--- src/rtl/hazard_ctrl_if.sv ---
// hazard_ctrl_if: ID-stage hazard inputs and pipeline control outputs of hazard_ctrl
interface hazard_ctrl_if #(
  parameter int REG_W = 5,
  parameter int CNT_W = 16
);
  logic [REG_W-1:0] id_rs_i;
  logic [REG_W-1:0] id_rt_i;
  logic id_use_rs_i;
  logic id_use_rt_i;
  logic id_is_load_i;
  logic [REG_W-1:0] id_load_rd_i;
  logic branch_taken_i;
  logic mem_ready_i;
  logic mem_req_i;
  logic pc_write_o;
  logic if_id_write_o;
  logic bubble_o;
  logic flush_o;
  logic freeze_o;
  logic [CNT_W-1:0] stall_cnt_o;
  modport master (
    output id_rs_i, id_rt_i, id_use_rs_i, id_use_rt_i, id_is_load_i, id_load_rd_i,
    output branch_taken_i, mem_ready_i, mem_req_i,
    input pc_write_o, if_id_write_o, bubble_o, flush_o, freeze_o, stall_cnt_o
  );
  modport slave (
    input id_rs_i, id_rt_i, id_use_rs_i, id_use_rt_i, id_is_load_i, id_load_rd_i,
    input branch_taken_i, mem_ready_i, mem_req_i,
    output pc_write_o, if_id_write_o, bubble_o, flush_o, freeze_o, stall_cnt_o
  );
endinterface

--- src/rtl/hazard_ctrl.sv ---
// hazard_ctrl: load-use scoreboard hazard unit driving stall/bubble/flush/freeze controls.
// Optional HAZARD_STATS_EN adds a saturating stall/freeze cycle counter on stall_cnt_o.
module hazard_ctrl #(
  parameter int REG_W = 5,
  parameter int LOAD_LAT = 1,
  parameter int CNT_W = 16
) (
  input logic clk_i,
  input logic rst_i,
  hazard_ctrl_if.slave hz
);
  logic [LOAD_LAT-1:0] sb_v;
  logic [LOAD_LAT-1:0] hits;
  logic [LOAD_LAT-1:0][REG_W-1:0] sb_rd;
  logic freeze;
  logic hit;
  for (genvar g = 0; g < LOAD_LAT; g++) begin : g_hit
    assign hits[g] = sb_v[g] && (sb_rd[g] != '0) &&
                     ((hz.id_use_rs_i && sb_rd[g] == hz.id_rs_i) ||
                      (hz.id_use_rt_i && sb_rd[g] == hz.id_rt_i));
  end
  assign freeze = hz.mem_req_i && !hz.mem_ready_i;
  assign hit = |hits;
  assign hz.freeze_o = freeze;
  assign hz.bubble_o = !freeze && hit;
  assign hz.flush_o = !freeze && !hit && hz.branch_taken_i;
  assign hz.pc_write_o = !freeze && !hit;
  assign hz.if_id_write_o = !freeze && !hit;
  // a stalled ID instruction must not enter EX, so entry 0 becomes empty
  always_ff @(posedge clk_i or posedge rst_i) begin
    if (rst_i) begin
      sb_v <= '0;
      sb_rd <= '0;
    end else if (!freeze) begin
      for (int k = LOAD_LAT - 1; k > 0; k--) begin
        sb_v[k] <= sb_v[k-1];
        sb_rd[k] <= sb_rd[k-1];
      end
      sb_v[0] <= !hit && hz.id_is_load_i;
      sb_rd[0] <= hz.id_load_rd_i;
    end
  end
`ifdef HAZARD_STATS_EN
  logic [CNT_W-1:0] cnt;
  always_ff @(posedge clk_i or posedge rst_i) begin
    if (rst_i) cnt <= '0;
    else if ((freeze || hit) && !(&cnt)) cnt <= cnt + 1'b1;
  end
  assign hz.stall_cnt_o = cnt;
`else
  assign hz.stall_cnt_o = '0;
`endif
endmodule

--- src/flat_wrapper.sv ---
// flat-port wrapper written by rule: the top's interface ports become plain ports
module hazard_ctrl_flat 
#(
  parameter int REG_W = 5,
  parameter int LOAD_LAT = 1,
  parameter int CNT_W = 16
)
  (clk_i, rst_i, hz_id_rs_i, hz_id_rt_i, hz_id_use_rs_i, hz_id_use_rt_i, hz_id_is_load_i, hz_id_load_rd_i, hz_branch_taken_i, hz_mem_ready_i, hz_mem_req_i, hz_pc_write_o, hz_if_id_write_o, hz_bubble_o, hz_flush_o, hz_freeze_o, hz_stall_cnt_o);
  hazard_ctrl_if #(.REG_W(REG_W), .CNT_W(CNT_W)) hz_i ();
  input logic clk_i;
  input logic rst_i;
  input wire logic [$bits(hz_i.id_rs_i)-1:0] hz_id_rs_i;
  input wire logic [$bits(hz_i.id_rt_i)-1:0] hz_id_rt_i;
  input wire logic [$bits(hz_i.id_use_rs_i)-1:0] hz_id_use_rs_i;
  input wire logic [$bits(hz_i.id_use_rt_i)-1:0] hz_id_use_rt_i;
  input wire logic [$bits(hz_i.id_is_load_i)-1:0] hz_id_is_load_i;
  input wire logic [$bits(hz_i.id_load_rd_i)-1:0] hz_id_load_rd_i;
  input wire logic [$bits(hz_i.branch_taken_i)-1:0] hz_branch_taken_i;
  input wire logic [$bits(hz_i.mem_ready_i)-1:0] hz_mem_ready_i;
  input wire logic [$bits(hz_i.mem_req_i)-1:0] hz_mem_req_i;
  output wire logic [$bits(hz_i.pc_write_o)-1:0] hz_pc_write_o;
  output wire logic [$bits(hz_i.if_id_write_o)-1:0] hz_if_id_write_o;
  output wire logic [$bits(hz_i.bubble_o)-1:0] hz_bubble_o;
  output wire logic [$bits(hz_i.flush_o)-1:0] hz_flush_o;
  output wire logic [$bits(hz_i.freeze_o)-1:0] hz_freeze_o;
  output wire logic [$bits(hz_i.stall_cnt_o)-1:0] hz_stall_cnt_o;
  assign hz_i.id_rs_i = hz_id_rs_i;
  assign hz_i.id_rt_i = hz_id_rt_i;
  assign hz_i.id_use_rs_i = hz_id_use_rs_i;
  assign hz_i.id_use_rt_i = hz_id_use_rt_i;
  assign hz_i.id_is_load_i = hz_id_is_load_i;
  assign hz_i.id_load_rd_i = hz_id_load_rd_i;
  assign hz_i.branch_taken_i = hz_branch_taken_i;
  assign hz_i.mem_ready_i = hz_mem_ready_i;
  assign hz_i.mem_req_i = hz_mem_req_i;
  assign hz_pc_write_o = hz_i.pc_write_o;
  assign hz_if_id_write_o = hz_i.if_id_write_o;
  assign hz_bubble_o = hz_i.bubble_o;
  assign hz_flush_o = hz_i.flush_o;
  assign hz_freeze_o = hz_i.freeze_o;
  assign hz_stall_cnt_o = hz_i.stall_cnt_o;
  hazard_ctrl #(.REG_W(REG_W), .LOAD_LAT(LOAD_LAT), .CNT_W(CNT_W)) u_core (.clk_i(clk_i), .rst_i(rst_i), .hz(hz_i));
endmodule
--- config.mk ---
export PLATFORM = sky130hd
export DESIGN_NAME = hazard_ctrl_flat
export DESIGN_NICKNAME = d
export VERILOG_FILES = /design/src/rtl/hazard_ctrl_if.sv /design/src/rtl/hazard_ctrl.sv /design/src/flat_wrapper.sv
export SDC_FILE = /design/constraint.sdc
export NUM_CORES = 1
export LEC_CHECK = 0
export BUFFER_PORTS_ARGS = -buffer_cell sky130_fd_sc_hd__buf_2
export CORE_MARGIN = 4
export CORE_UTILIZATION = 37
export CTS_CLUSTER_SIZE = 14
export DETAILED_ROUTE_END_ITERATION = 16
export GPL_ROUTABILITY_DRIVEN = 1
export GPL_TIMING_DRIVEN = 0
export HOLD_SLACK_MARGIN = 0.1
export PLACE_DENSITY = 0.89
export SETUP_SLACK_MARGIN = 0.3
export SLEW_MARGIN = 20
export SYNTH_ARGS = -nofsm -noshare
export SYNTH_HDL_FRONTEND = slang
export SYNTH_SLANG_ARGS = --single-unit
--- constraint.sdc ---
create_clock -name clk_i -period 2 [get_ports clk_i]
set_clock_uncertainty 0.2 [all_clocks]
set_input_delay 0 -clock clk_i [delete_from_list [all_inputs] [get_ports clk_i]]
set_output_delay 0 -clock clk_i [all_outputs]
set_load 0.03 [all_outputs]
==> results of run 1 <==
[flip-flops by register name, summed over array words and instances (netlist names)]
| signal | count |
|---|---|
| u_core.sb_v | 1 |
| u_core.sb_rd | 5 |
[placed cells by master, fill, tap and decap left out, types with 2 or more instances in the layout]
master                          Yosys  layout
sky130_fd_sc_hd__buf_2              1      24
sky130_fd_sc_hd__buf_6              0       7
sky130_fd_sc_hd__conb_1             1      16
sky130_fd_sc_hd__nand2_1            3       3
sky130_fd_sc_hd__mux2_2             5       5
sky130_fd_sc_hd__dfrtp_1            6       6
sky130_fd_sc_hd__buf_4             17      17
sky130_fd_sc_hd__dlygate4sd3_1      0       9
sky130_fd_sc_hd__nand4_1            2       2
sky130_fd_sc_hd__inv_1              2       2
sky130_fd_sc_hd__clkbuf_4           0       3
sky130_fd_sc_hd__xnor2_1           10      10
[where the power goes]
part / switching [mW] / internal [mW]
Clock: 0.0419 / 0.0678
Sequential: 0.0132 / 0.132
Combinational: 0.0989 / 0.103
[path summary, 6_finish.rpt]
| kind | startpoint | to | slack [ps] | cells after the start |
|---|---|---|---|---|
| worst max-delay path | u_core.sb_rd[4] | hz_flush_o | 10 | 4 |
| worst min-delay path | hz_mem_ready_i | u_core.sb_rd[3] | 170 | 4 |
| worst max register to register | u_core.sb_rd[4] | u_core.sb_v | 90 | 5 |
| worst min register to register | u_core.sb_v | u_core.sb_v | 380 | 2 |
| max in group asynchronous | rst_i | u_core.sb_rd[4] | 780 | 4 |
| min in group asynchronous | rst_i | u_core.sb_rd[0] | 620 | 4 |
[stage by stage]
stage          area [µm²]  TNS (ps)  setup slack, ps  power (mW)  hold slack, ps
2_1_floorplan         618         0              267       0.278            -409
4_1_cts               933         0             52.2       0.451             138
6_report              955         0             11.7       0.457             172
3_5_place_dp          772         0              251       0.314            -279
3_3_place_gp          772         0              263       0.309            -287
5_1_grt               955     -46.8            -46.8       0.483             191
[cell usage after synthesis, types with 2 or more instances]
cell type	count
sky130_fd_sc_hd__inv_1	2
sky130_fd_sc_hd__mux2_2	5
sky130_fd_sc_hd__xnor2_1	10
sky130_fd_sc_hd__nor2b_1	2
sky130_fd_sc_hd__buf_4	17
sky130_fd_sc_hd__dfrtp_1	6
sky130_fd_sc_hd__nand2_1	3
sky130_fd_sc_hd__nand4_1	2
[routing by layer]
metal,global-route usage,wire length [µm],up-vias
li1,-,-,263
met1,0.129,473,227
met2,0.286,790,28
met3,0.0156,153,4
met4,0.102,34,0
met5,0,0,-
[layout make-up]
class                      count  area (µm²)
timing repair buffer          39         280
inverter                       2        7.51
tap                           15        18.8
clock buffer                   3        22.5
multi-input combinational     44         339
fill                         100         395
sequential                     6         150
buffer                        18         136
[cell families after synthesis]
family	share of synthesized area
simple gates	0.108
buf+inv	0.257
other cells	0.00687
compound gates	0.0895
xor+xnor	0.161
mux	0.103
flops	0.275
[worst max-delay path, stage by stage (launching register included)]
cell and delay (ps):
sky130_fd_sc_hd__dfrtp_1 420, sky130_fd_sc_hd__or3_4 410, sky130_fd_sc_hd__o311a_4 350, sky130_fd_sc_hd__nor3b_4 210, sky130_fd_sc_hd__buf_6 160
[what timing repair did]
item	in CTS	in global routing
setup endpoints to repair	4	6
gates cloned	0	0
hold buffers	9	0
endpoints found under the hold margin	12	0
buffers inserted	2	1
gates resized for setup	9	5
pin swaps	4	4
==> impl_metrics.tcl, run 1 <==
set metrics [dict create \
    worst_setup_path_start_kind "flop" \
    critPathCaptureType "primary output" \
    route.detailed.drc 0 \
    final-hold-violation-count 0 \
    ctsLongestPathBuffers 2 \
    min_path_type "in2reg" \
    dieHeight_um 46.4 \
    layout_area_growth_over_synthesis_pct 75.0 \
    floorplan.die.width_um 46.4 \
    cell_area_synth_um2 546 \
    grt_antenna_before_repair 0 \
    synth_largest_type_area_fraction 0.275 \
    grt_max_degree 11 \
    postSynthCellCount 55 \
    floorplan.initialDensity 0.404 \
    drt_pre_antenna_iters 1 \
    hpwl_um 976 \
    netlist.top_cell.by_area "sky130_fd_sc_hd__dfrtp_1" \
    drt-initial-drc-count 0 \
    report.final.setup_viol 0 \
    post_route_non_filler_standard_cell_count 127 \
    placed_cells 112 \
    vias 522 \
    max_slew_violation_count 0 \
    drt-total-wl_um 1450 \
    avgRoutedWirePerCell_um 11.4 \
    critPathArrivalTime_ps 1790 \
    n_antenna_cell 0 \
    cts_inserted_buffers 3 \
    critical_path_peak_fanout 4 \
    time_the_final_worst_path_needs_with_i_o_delays_and_setup_ps 1990 \
    cts_tree "built" \
    grt_first_pass_wirelength_um 2080 \
    utilization_of_the_core_after_routing 0.707 \
    netlist_top_cells_area "sky130_fd_sc_hd__dfrtp_1 28%, sky130_fd_sc_hd__buf_4 23%, sky130_fd_sc_hd__xnor2_1 16%" \
    core_um2 1350 \
    clk_pin_slew_ps 50 \
    pwr_density_cell_nw_per_um2 479 \
    synth_seq_cells 6 \
    irDropWorstVdd_mv 0.508 \
    ios 44 \
    average_size_of_a_mapped_cell_um2 9.92 \
    synth_edf_count 0 \
    ys_dominant_reg_cell "sky130_fd_sc_hd__dfrtp_1" \
    status "complete, no violations" \
    worst_skew_pair.late_latency_ps 240 \
    timing.setup.critical_path_class "reg2out" \
    viasPerCell 4.11 \
    globalRoute.totalOverflow 0 \
    ys_async_sr_fraction 1.00 \
    number_of_placement_rows 13 \
    rsz0062_at_grt "true" \
    max_clock_freq_mhz 503 \
    global_route.usage.total 0.144 \
    maximum_level_of_the_cts_h_tree 1 \
    min_period_over_period 0.994 \
    clock_tree.root_cell "sky130_fd_sc_hd__clkbuf_4" \
    layout.nets 137 \
    seq_area_frac_synth 0.275 \
    yosys_warnings 0 \
    post_synth_num_cell_types 16 \
    final_layout_size_suffix_gt1_frac 0.563 \
    timing.critical_path.required_ps 1800 \
    fp.dieArea_um2 2150 \
    numClockSinks 6 \
    ant_nets 0 \
    port-buffer-count 27 \
    first_global_vias 505 \
    globalplace.congestion 0.642 \
    p_leak_nw 0.496 \
    max_cap_violations 0 \
]
No activity file was read; power rests on OpenSTA's default activity.
==> run 2: changes to the inputs <==
--- a/config.mk
+++ b/config.mk
@@ -5,9 +5,10 @@
 export SDC_FILE = /design/constraint.sdc
 export NUM_CORES = 1
 export LEC_CHECK = 0
+export ABC_AREA = 1
 export BUFFER_PORTS_ARGS = -buffer_cell sky130_fd_sc_hd__buf_2
 export CORE_MARGIN = 4
-export CORE_UTILIZATION = 37
+export CORE_UTILIZATION = 39
 export CTS_CLUSTER_SIZE = 14
 export DETAILED_ROUTE_END_ITERATION = 16
 export GPL_ROUTABILITY_DRIVEN = 1
==> impl_metrics.tcl, run 2 <==
set metrics [dict create \
    floorplan.initialDensity 0.412 \
    floorplan.die.width_um 47.7 \
    cpMaxStageDelayCell "sky130_fd_sc_hd__dfrtp_2" \
    max_flop_register "u_core.sb_rd" \
    globalRoute.totalOverflow 0 \
    report.final.setup_viol 0 \
    irDropWorstVdd_mv 0.325 \
    port-buffer-count 27 \
    critPathArrivalTime_ps 1540 \
    synthMostInstantiatedCell "sky130_fd_sc_hd__nand2_1" \
    route.detailed.drc 0 \
    layout.filler_cells 122 \
    critPathMostFrequentCell "sky130_fd_sc_hd__nand2_1" \
    setup_tns_ps 0 \
    layout_area_growth_over_synthesis_pct 71.4 \
    cts_tree "built" \
    netlist.top_cell.by_area "sky130_fd_sc_hd__dfrtp_1" \
    max_clock_freq_mhz 574 \
    worst_setup_path_start_kind "flop" \
    grt_antenna_before_repair 0 \
    synth_seq_cells 6 \
    critPathCaptureType "primary output" \
    core_um2 1490 \
    critical_path_peak_fanout 4 \
    layout_commonest_cell "sky130_fd_sc_hd__nand2_1" \
    postSynthCellCount 105 \
    timing.critical_path.required_ps 1800 \
    seq_area_um2 151 \
    ys_async_sr_fraction 1.00 \
    p_leak_nw 0.675 \
    final_layout_size_suffix_gt1_frac 0.373 \
    number_of_placement_rows 14 \
    pwr_density_cell_nw_per_um2 460 \
    viasPerCell 4.16 \
    layout.nets 194 \
    worst_setup_path_startpoint "u_core.sb_rd[4]" \
    globalplace.congestion 0.754 \
    slowest_delay_ps 400 \
    ant_nets 0 \
    min_path_type "in2out" \
    average_size_of_a_mapped_cell_um2 5.84 \
    worst_skew_pair.late_latency_ps 240 \
    grt_first_pass_wirelength_um 2820 \
    clock_tree.root_cell "sky130_fd_sc_hd__clkbuf_4" \
    ctsLongestPathBuffers 2 \
    whs_ps 114 \
    status "complete, no violations" \
    numClockSinks 6 \
    ios 44 \
    critical_path.cell_chain "inv_2, nand2_1, nand2_1, nor2_1, nand3_1, nand2_1, nand2_2, nand2_2, inv_2, buf_6, buf_6" \
    hold_path.startpoint "hz_mem_ready_i" \
    drt_pre_antenna_iters 4 \
    layout_top_registers "u_core.sb_rd (5), u_core.sb_v (1)" \
    post_synth_num_cell_types 13 \
    fin_total_pwr_mw 0.483 \
    fp.dieArea_um2 2270 \
    synth_edf_count 0 \
    dieHeight_um 47.7 \
    yosys_warnings 0 \
    timing.setup.critical_path_class "reg2out" \
    grt_max_degree 11 \
    final-hold-violation-count 0 \
    synth_largest_type_area_fraction 0.245 \
    global_route.usage.total 0.183 \
    cell_area_synth_um2 613 \
    mostFrequentLayoutCells "35 x sky130_fd_sc_hd__nand2_1, 23 x sky130_fd_sc_hd__buf_4, 23 x sky130_fd_sc_hd__buf_2" \
    clk_pin_slew_ps 50 \
    max_cap_violations 0 \
    rsz0062_at_grt "true" \
    drt-total-wl_um 1880 \
    vias 770 \
    n_antenna_cell 0 \
    multi_input_logic_area_um2 310 \
    min_period_over_period 0.871 \
    max_slew_violation_count 0 \
    ys_dominant_reg_cell "sky130_fd_sc_hd__dfrtp_1" \
    r2r_start "u_core.sb_rd[4]" \
    first_global_vias 719 \
    time_the_final_worst_path_needs_with_i_o_delays_and_setup_ps 1740 \
    number_of_flip_flops_in_the_largest_register 5 \
    ys_top_cells_by_count "37 x sky130_fd_sc_hd__nand2_1, 19 x sky130_fd_sc_hd__inv_1, 18 x sky130_fd_sc_hd__buf_4" \
    netlist_top_cells_area "sky130_fd_sc_hd__dfrtp_1 24%, sky130_fd_sc_hd__nand2_1 23%, sky130_fd_sc_hd__buf_4 22%" \
    hpwl_um 1120 \
    drt-initial-drc-count 10 \
    maximum_level_of_the_cts_h_tree 1 \
    cts_inserted_buffers 3 \
    seq_area_frac_synth 0.245 \
    avgRoutedWirePerCell_um 10.2 \
]
==> run 2: where the power goes <==
part           leakage (nW)  switching (mW)  internal, mW
combinational         0.591           0.121         0.102
clock                0.0138          0.0474        0.0681
sequential           0.0706          0.0112         0.133
total                 0.675           0.180         0.303
==> run 2: logic make-up (layout without fill, tap and decap cells) <==
group           after synthesis  after routing  share of synthesized area
simple gates                 53             53                      0.351
compound gates                6              6                     0.0490
other cells                   1             16                    0.00612
buf+inv                      39             88                      0.349
flops                         6              6                      0.245
==> run 2: area by class of cell <==
| type | count | share of cell area |
|---|---|---|
| Timing Repair Buffer | 46 | 0.313 |
| Multi-Input combinational cell | 75 | 0.295 |
| Sequential cell | 6 | 0.144 |
| Buffer | 18 | 0.132 |
| Inverter | 21 | 0.0750 |
| Clock buffer | 3 | 0.0214 |
| Tap cell | 16 | 0.0190 |
==> run 2: repair_timing <==
action	4_1_cts	5_1_grt
hold buffers	15	0
resized for setup	8	6
endpoints found under the hold margin	12	0
setup buffers	4	0
endpoints found under the setup margin	3	4
pin swaps	8	4
==> run 2: routing by layer <==
layer  track usage  part of all wire  wire [µm]  up-vias
li1              -                 -          -      399
met1         0.195              0.36        670      329
met2         0.342              0.53        998       34
met3        0.0150             0.078        147        8
met4         0.118             0.035         66        0
met5             0                 0          0        -
==> run 2: worst paths after layout <==
| check | slack, ps | cells after the start | to |
|---|---|---|---|
| setup / recovery | 260 | 11 | hz_pc_write_o |
| hold / removal | 110 | 3 | hz_freeze_o |
| setup reg to reg | 420 | 4 | u_core.sb_rd[4] |
| hold reg to reg | 410 | 2 | u_core.sb_rd[1] |
| max in group asynchronous | 790 | 4 | u_core.sb_rd[4] |
| min in group asynchronous | 610 | 4 | u_core.sb_rd[2] |
==> run 2: per-stage QoR <==
step           utilization  setup WS, ps  std cells  cell area, µm²
2_1_floorplan            -           538        120             669
3_3_place_gp         0.554           542        163             825
3_5_place_dp         0.554           476        163             825
4_1_cts              0.700           288        185            1040
5_1_grt              0.706           187        185            1050
6_report             0.706           259        185            1050
==> run 2: critical path: cells and delay by family (launching register included) <==
kind / cells / cell delay, ps
DFF: 1 / 400
buffers and inverters: 4 / 340
and+or+nand+nor: 7 / 540
==> run 3: changes to the inputs <==
--- a/config.mk
+++ b/config.mk
@@ -7,8 +7,8 @@
 export LEC_CHECK = 0
 export ABC_AREA = 1
 export BUFFER_PORTS_ARGS = -buffer_cell sky130_fd_sc_hd__buf_2
-export CORE_MARGIN = 4
 export CORE_UTILIZATION = 39
+export CTS_CLUSTER_DIAMETER = 200
 export CTS_CLUSTER_SIZE = 14
 export DETAILED_ROUTE_END_ITERATION = 16
 export GPL_ROUTABILITY_DRIVEN = 1
==> impl_metrics.tcl, run 3 (same netlist as run 2, synthesis figures left out) <==
set metrics [dict create \
    first_global_vias 767 \
    final_layout_size_suffix_gt1_frac 0.371 \
    layout.nets 195 \
    critical_path_peak_fanout 4 \
    final-hold-violation-count 0 \
    max_slew_violation_count 0 \
    ios 44 \
    layout_commonest_cell "sky130_fd_sc_hd__nand2_1" \
    fp.dieArea_um2 1730 \
    number_of_placement_rows 13 \
    utilization_of_the_core_after_routing 0.764 \
    hold_path.startpoint "hz_mem_ready_i" \
    setup.reg_to_reg.worst_slack_ps 420 \
    critPathCaptureType "primary output" \
    layout_top_registers "u_core.sb_rd (5), u_core.sb_v (1)" \
    r2r_start "u_core.sb_rd[4]" \
    mostFrequentLayoutCells "34 x sky130_fd_sc_hd__nand2_1, 24 x sky130_fd_sc_hd__buf_4, 24 x sky130_fd_sc_hd__buf_2" \
    global_route.usage.total 0.240 \
    avgRoutedWirePerCell_um 11.1 \
    worst_setup_path_start_kind "flop" \
    global_route.usage.met1 0.249 \
    grt_max_degree 11 \
    post_route_non_filler_standard_cell_count 185 \
    timing.setup.critical_path_class "reg2out" \
    fin_total_pwr_mw 0.486 \
    irDropWorstVdd_mv 0.355 \
    drt-initial-drc-count 18 \
    hold_path_end "hz_freeze_o" \
    numClockSinks 6 \
    grtUsageMet2 0.484 \
    max_flop_register "u_core.sb_rd" \
    ant_nets 0 \
    grtUsageMet3 0.0130 \
    dieHeight_um 41.7 \
    slowest_delay_ps 400 \
    grt_antenna_before_repair 0 \
    layout.filler_cells 87 \
    critPathArrivalTime_ps 1540 \
    viasPerCell 4.27 \
    hpwl_um 1070 \
    grt_first_pass_wirelength_um 3140 \
    min_path_type "in2out" \
    globalRoute.totalOverflow 0 \
    status "complete, no violations" \
    setup_tns_ps 0 \
    maximum_level_of_the_cts_h_tree 1 \
    n_antenna_cell 0 \
    cp.buffers_inverters 4 \
    floorplan.initialDensity 0.443 \
    placed_cells 162 \
    vias 790 \
    cpMaxStageDelayCell "sky130_fd_sc_hd__dfrtp_1" \
    p_leak_nw 0.682 \
    clk_pin_slew_ps 40 \
    layout_area_growth_over_synthesis_pct 72.2 \
    ctsLongestPathBuffers 2 \
    max_clock_freq_mhz 576 \
    clock_tree.root_cell "sky130_fd_sc_hd__clkbuf_4" \
    number_of_flip_flops_in_the_largest_register 5 \
    timing.critical_path.required_ps 1800 \
    min_period_over_period 0.868 \
    floorplan.die.width_um 41.7 \
    globalplace.congestion 0.730 \
    critical_path.cell_chain "inv_2, nand2_2, nand2_1, nor2_1, nand3_1, nand2_1, nand2_2, nand2_2, inv_2, buf_6, buf_6" \
    cts_tree "built" \
    pwr_density_cell_nw_per_um2 460 \
    critPathMostFrequentCell "sky130_fd_sc_hd__nand2_2" \
    route.detailed.drc 0 \
    hold_depth 3 \
    rsz0062_at_grt "true" \
    worst_r2r_endpoint "u_core.sb_rd[4]" \
    port-buffer-count 27 \
    drt_pre_antenna_iters 4 \
    core_um2 1380 \
    reg2regPathDepth 4 \
    top_cell_family_by_delay_on_the_critical_path "simple AND/OR/NAND/NOR gates" \
    drt-total-wl_um 2050 \
    top_usage_layer "met2" \
    worst_skew_pair.late_latency_ps 250 \
    max_cap_violations 0 \
    time_the_final_worst_path_needs_with_i_o_delays_and_setup_ps 1740 \
    cts_inserted_buffers 3 \
    report.final.setup_viol 0 \
]
## run 3: cell types whose count changed in the layout (fill, tap and decap cells not counted), sizes merged
cell | before | now
clkbuf | 4 | 3
buf | 48 | 50
## run 3: per-stage QoR
step	setup slack [ps]	hold slack (ps)	instance area, µm²
floorplan	538	-409	669
global placement	545	-286	823
detailed placement	476	-280	823
CTS	294	111	1030
global route	140	121	1060
finish	265	111	1060
## run 3: worst max path at each step
stage | slack [ps] | from | end | cells past startpoint
2_1_floorplan | 540 | u_core.sb_rd[3] | hz_pc_write_o | 10
5_1_grt | 140 | u_core.sb_rd[4] | hz_pc_write_o | 11
4_1_cts | 290 | u_core.sb_rd[1] | hz_pc_write_o | 11
6_report | 260 | u_core.sb_rd[4] | hz_pc_write_o | 11
3_3_place_gp | 550 | u_core.sb_rd[4] | hz_pc_write_o | 11
3_5_place_dp | 480 | u_core.sb_rd[2] | hz_pc_write_o | 9
## run 3: final cells by class
type                    count  area [µm²]  share of cell area
flip-flops and latches      6         150               0.142
multi-input cells          75         313               0.296
inverters                  21        78.8              0.0746
plain buffers              18         139               0.132
repair buffers             47         334               0.316
well taps                  15        18.8              0.0178
clock buffers               3        22.5              0.0213
## run 3: timing repair
action | 4_1_cts | 5_1_grt
setup buffers | 3 | 2
hold buffers | 15 | 0
gates resized for setup | 7 | 6
endpoints found under the setup margin | 3 | 4
pin swaps | 8 | 4
endpoints found under the hold margin | 12 | 0
## run 3: tightest hold or removal path: stages
cell,delay [ps]
sky130_fd_sc_hd__buf_2,100
sky130_fd_sc_hd__nor2_4,40
sky130_fd_sc_hd__buf_2,170
## run 3: metal layers
metal | vias to the layer above | part of all wire
met2 | 34 | 0.56
li1 | 402 | -
met1 | 352 | 0.38
met4 | 0 | 0.012
met3 | 2 | 0.046
met5 | - | 0
## run 3: power breakdown
part / internal, mW / switching, mW
combinational: 0.102 / 0.128
clock: 0.0679 / 0.0448
sequential: 0.132 / 0.0112
total: 0.302 / 0.184
